File: config.mk
export PLATFORM = sky130hd
export DESIGN_NAME = imem_wait_responder
export DESIGN_NICKNAME = d
export VERILOG_FILES = /design/src/rtl/imem_wait_responder.sv
export SDC_FILE = /design/constraint.sdc
export NUM_CORES = 2
export LEC_CHECK = 0
export ABC_CLOCK_PERIOD_IN_PS = 3700
export CAP_MARGIN = 20
export CORE_UTILIZATION = 30
export CTS_BUF_LIST = sky130_fd_sc_hd__clkbuf_16
export CTS_CLUSTER_DIAMETER = 200
export CTS_CLUSTER_SIZE = 25
export DETAILED_ROUTE_END_ITERATION = 8
export GPL_ROUTABILITY_DRIVEN = 0
export GPL_TIMING_DRIVEN = 0
export HOLD_SLACK_MARGIN = 0.03
export SLEW_MARGIN = 25
export SYNTH_ARGS = -nofsm -noshare
export SYNTH_HDL_FRONTEND = slang
export SYNTH_SLANG_ARGS = --single-unit
File: constraint.sdc
create_clock -name clk -period 3.7 [get_ports clk]
set_input_delay 0.74 -clock clk [delete_from_list [all_inputs] [get_ports clk]]
set_output_delay 0.74 -clock clk [all_outputs]
set_load 0.02 [all_outputs]
File: src/rtl/imem_wait_responder.sv
// Instruction-memory responder for the fetch stage. Answers the fetch
// address with a 32-bit word after LAT wait states and raises ready_F,
// which the pipeline uses as the PC enable. Includes a preload write port.
module imem_wait_responder #(
    parameter int size = 64,
    parameter int N    = 6,
    parameter int LAT  = 2
) (
    input  logic            clk,
    input  logic            reset,
    input  logic [size-1:0] imem_addr_F,
    input  logic            wr_en,
    input  logic [size-1:0] wr_addr,
    input  logic [31:0]     wr_data,
    output logic [31:0]     instr_F,
    output logic            ready_F,
    output logic            fault_F
);

    localparam int DEPTH = 1 << N;
    localparam int CW    = (LAT < 2) ? 1 : $clog2(LAT + 1);
    localparam logic [CW-1:0] LAT_C = CW'(LAT);
    localparam logic [CW-1:0] ONE_C = CW'(1);

    typedef enum logic [1:0] {IDLE, BUSY, DONE} state_t;

    state_t          r_state;
    state_t          w_state_next;
    logic [size-1:0] r_a_q;
    logic [size-1:0] w_a_next;
    logic [CW-1:0]   r_count;
    logic [CW-1:0]   w_count_next;
    logic            w_load;

    logic [31:0]     r_mem [0:DEPTH-1];
    logic [31:0]     r_instr;
    logic            r_fault;

    logic            w_wr_ok;
    logic [N-1:0]    w_resp_idx;
    logic            w_resp_fault;
    logic [31:0]     w_resp_data;
    logic            w_same;
    logic            w_unused;

    // Byte-lane bits of the preload address are don't-care.
    assign w_unused = ^wr_addr[1:0];

    assign w_wr_ok    = wr_en && (wr_addr[size-1:N+2] == '0);
    assign w_same     = (imem_addr_F == r_a_q);

    // A response is always registered for the address present at the edge,
    // so it is looked up directly from imem_addr_F (equal to the next a_q).
    assign w_resp_idx   = imem_addr_F[N+1:2];
    assign w_resp_fault = (imem_addr_F[1:0] != 2'b00) || (imem_addr_F[size-1:N+2] != '0);
    assign w_resp_data  = (w_wr_ok && (wr_addr[N+1:2] == w_resp_idx)) ? wr_data
                                                                       : r_mem[w_resp_idx];

    // Preload write port; memory contents survive reset.
    always_ff @(posedge clk) begin
        if (w_wr_ok) begin
            r_mem[wr_addr[N+1:2]] <= wr_data;
        end
    end

    // FSM state, latched address and wait-state counter.
    always_ff @(posedge clk or posedge reset) begin
        if (reset) begin
            r_state <= IDLE;
            r_a_q   <= '0;
            r_count <= '0;
        end else begin
            r_state <= w_state_next;
            r_a_q   <= w_a_next;
            r_count <= w_count_next;
        end
    end

    // Next-state logic: latch/redirect, count down, and response load strobe.
    always_comb begin
        w_state_next = r_state;
        w_a_next     = r_a_q;
        w_count_next = r_count;
        w_load       = 1'b0;
        case (r_state)
            IDLE: begin
                w_a_next = imem_addr_F;
                if (LAT == 0) begin
                    w_state_next = DONE;
                    w_load       = 1'b1;
                end else begin
                    w_state_next = BUSY;
                    w_count_next = LAT_C;
                end
            end
            BUSY: begin
                if (!w_same) begin
                    // Redirect takes priority over a count that is about to expire.
                    w_a_next = imem_addr_F;
                    if (LAT == 0) begin
                        w_state_next = DONE;
                        w_load       = 1'b1;
                    end else begin
                        w_count_next = LAT_C;
                    end
                end else if (r_count <= ONE_C) begin
                    w_state_next = DONE;
                    w_load       = 1'b1;
                end else begin
                    w_count_next = r_count - ONE_C;
                end
            end
            DONE: begin
                if (!w_same) begin
                    w_a_next = imem_addr_F;
                    if (LAT == 0) begin
                        w_load = 1'b1;
                    end else begin
                        w_state_next = BUSY;
                        w_count_next = LAT_C;
                    end
                end
            end
            default: begin
                w_state_next = IDLE;
            end
        endcase
    end

    // Response register; also tracks preload writes to the word being served.
    always_ff @(posedge clk or posedge reset) begin
        if (reset) begin
            r_instr <= '0;
            r_fault <= 1'b0;
        end else if (w_load) begin
            r_instr <= w_resp_fault ? '0 : w_resp_data;
            r_fault <= w_resp_fault;
        end else if ((r_state == DONE) && (w_state_next == DONE) && !r_fault &&
                     w_wr_ok && (wr_addr[N+1:2] == r_a_q[N+1:2])) begin
            r_instr <= wr_data;
        end
    end

    assign instr_F = r_instr;
    assign ready_F = (r_state == DONE) && w_same;
    assign fault_F = ready_F && r_fault;

endmodule
==> out/qor.yml <==
synthCells: 4128
nFillCells: 25420
max_stage_delay_ns: 0.44
final_common_cell: "edfxtp_1"
drc: 47
fmax_mhz: 257.4
slew_headroom_pct: 19.44
cp_max_fo: 10
synth_area_sq_um: 84460
die_h_um: 532.6
die_w_um: 532.6
finalPower_mw: 42.40
ys_async_sr_fraction_pct: 4.700
seq_area_frac_synth_pct: 75.81
clk_pin_slew_worst_paths_ns: 0.11
placed_area_sq_um: 96870
num_rows: 194
power_frac_seq_pct: 62.8
routed_wl_um: 323700
fin_nets: 4869
vias: 49700
yosys.area.top_type: "edfxtp_1"
critPathCaptureType: "flop"
final_max_slew_viol_count: 0
grt_pass1_vias: 47000
dp_hpwl_um: 225900
firstDrtPassIters: 9
skew_ns: 0.07657
drive_above_1_share_pct: 25.09
timing.final.crit_share_pct: 105.0
arrival_ns: 4.48
wl_per_cell_um: 38.04
swShare_pct: 23.12
die_area_sq_um: 283700
final_cell_mix: "edfxtp_1, mux4_2, mux2i_1, clkdlybuf4s50_1, buf_16"
violations: "design-rule violations, negative setup slack"
ys_seq_elements: 2149
drv_cap: 0
synth-edff-count: 2048
grt.total_usage_pct: 22.26
p_per_area_nw_per_um2: 421.0
combPwrFrac_pct: 7.5
synth_nets: 4296
grt_max_degree: 84
ys_warn_count: 0
ctsHtreeMaxLevel: 3
syn2layout_area_growth_pct: 19.24
clk_latency_ns: 0.82
status: "finished with violations"
cts_sinks: 2149
peakVddDrop_mv: 0.4006
crit_type: "primary input to flop"
fin_ws_ns: -0.1843
fp.coreArea_sq_um: 279600
drtIter0Drc: 9505
worstPathRequired_ns: 4.30
antenna_found_initial: 30
worstMarginPinSlew_ns: 1.208
cts_tree: "built"
yosysUniqueCellTypes: 66
p_sw_mw: 9.801
initial_utilization_pct: 30.20
synthFlopType: "edfxtp_1"
clock_power_share_pct: 29.7
fin_area_sq_um: 100700
synthTopCellsByArea: "edfxtp_1, mux4_2, mux2i_1"
worstSetupStartpointType: "primary input"
cts_made_buffers: 95
rsz0062_at_grt: "false"
fin_crit_ns: 3.884
leakagePower_nw: 32.45
intPower_mw: 32.60
clockBufferDepth: 3
cts-root-buf: "clkbuf_16"
synthDominantCellAreaShare_pct: 72.82
io_pins: 197
fin_setup_tns_ns: -0.7445
via_per_inst: 5.841
hold_viol: 0
crit_slowest_cell: "buf_2"
ant_nets: 0
hold_class: "primary input to flop"
grt_pass1_wl_um: 425300
avgSynthCellArea_sq_um: 20.46
grt-ovfl-total: 0
setup_viol: 11
crit_chain: "buf_2 -> buf_4 -> buf_4 -> xnor2_1 -> nand4_1 -> nor3_1 -> nand2_2 -> and3_1 -> buf_2 -> a31oi_1 -> o22ai_1"
numPortBuffers: 185
==> final cells by class <==
| type | count | area [sq um] | share of cell area, % |
|---|---|---|---|
| Multi-Input combinational cell | 1703 | 19500 | 19.37 |
| Timing Repair Buffer | 479 | 7853 | 7.797 |
| Buffer | 238 | 1693 | 1.681 |
| Antenna cell | 11 | 27.53 | 0.02733 |
| Sequential cell | 2149 | 64030 | 63.58 |
| Clock buffer | 99 | 2477 | 2.460 |
| Inverter | 35 | 138.9 | 0.1379 |
| Tap cell | 3724 | 4659 | 4.627 |
| Clock inverter | 71 | 331.6 | 0.3292 |
==> cell usage after synthesis (39+ instances only) <==
master and n:
a21oi_1 39, a221oi_1 130, a22oi_1 42, buf_2 49, buf_6 43, clkbuf_1 97, dfrtp_1 101, edfxtp_1 2048
mux2_2 73, mux2i_1 357, mux4_2 373, nand2_1 58, nor2_1 107, nor4_1 45, o21ai_0 77, xor2_1 69
==> critical path: cells and delay by family <==
kind / cells / cell delay, ns
compound gates: 2 / 0.54
buf+inv: 4 / 1.59
simple gates: 4 / 1.35
xor+xnor: 1 / 0.20
==> cell families (layout without fill, tap and decap cells) <==
logic type	Yosys count	count (layout)	share of synthesized area, %
other	0	11	0
buffers and inverters	276	922	1.913
adder cells (fa/ha/maj)	5	5	0.07407
multiplexers	810	810	15.24
AND/OR/NAND/NOR	344	344	2.019
flip-flops	2149	2149	75.81
XOR/XNOR	76	76	0.7881
AO/OA/AOI/OAI	468	468	4.153
==> through the flow <==
step                hold WS, ns  std cells  util (%)  setup WS (ns)
detailed placement       0.4782       8263     34.64         -2.232
CTS                      0.2758       8491     35.93        -0.1300
finish                   0.3111       8509     36.02        -0.1843
floorplan                0.4790       4128         -        -0.3936
global route             0.3014       8502     36.01        0.02177
global placement         0.4848       8037     32.53         -5.859
==> layer usage <==
layer	vias to the layer above	GRT usage (%)	share of wire [%]
met5	-	0	0.053
met4	26	11.90	6.3
met3	916	7.347	14
met2	4279	33.21	44
met1	26180	28.64	36
li1	18300	-	-
==> worst paths after layout <==
| kind | endpoint | cells after the start | start | slack [ns] |
|---|---|---|---|---|
| min in group asynchronous | instr_F[26] | 2 | reset | 0.32 |
| setup / recovery | instr_F[13] | 11 | imem_addr_F[3] | -0.18 |
| hold reg to reg | instr_F[21] | 1 | instr_F[21] | 0.50 |
| hold / removal | r_mem[5][20] | 1 | wr_data[20] | 0.31 |
| setup reg to reg | instr_F[6] | 13 | r_a_q[15] | 0.15 |
| max in group asynchronous | instr_F[13] | 3 | reset | 2.56 |
==> repair_timing <==
| item | CTS | global route |
|---|---|---|
| setup buffers | 60 | 8 |
| endpoints found under the setup margin | 669 | 418 |
| hold buffers | 0 | 0 |
| resized for setup | 104 | 43 |
| pin swaps | 28 | 9 |
==> flip-flops by register name, summed over array words and instances, names as in the netlist <==
register	flops
r_mem	2048
r_a_q	64
instr_F	32
r_count	2
r_state	2
r_fault	1
==> power groups by stage <==
stage	clock network [mW]	logic, mW	registers [mW]
2_1_floorplan	0	1.38	27.2
3_3_place_gp	0	2.88	27.2
3_5_place_dp	0	3.03	27.2
4_1_cts	12.6	3.06	26.6
5_1_grt	13.4	3.22	26.6
6_report	12.6	3.17	26.6
Power figures use the tool's default switching activity.
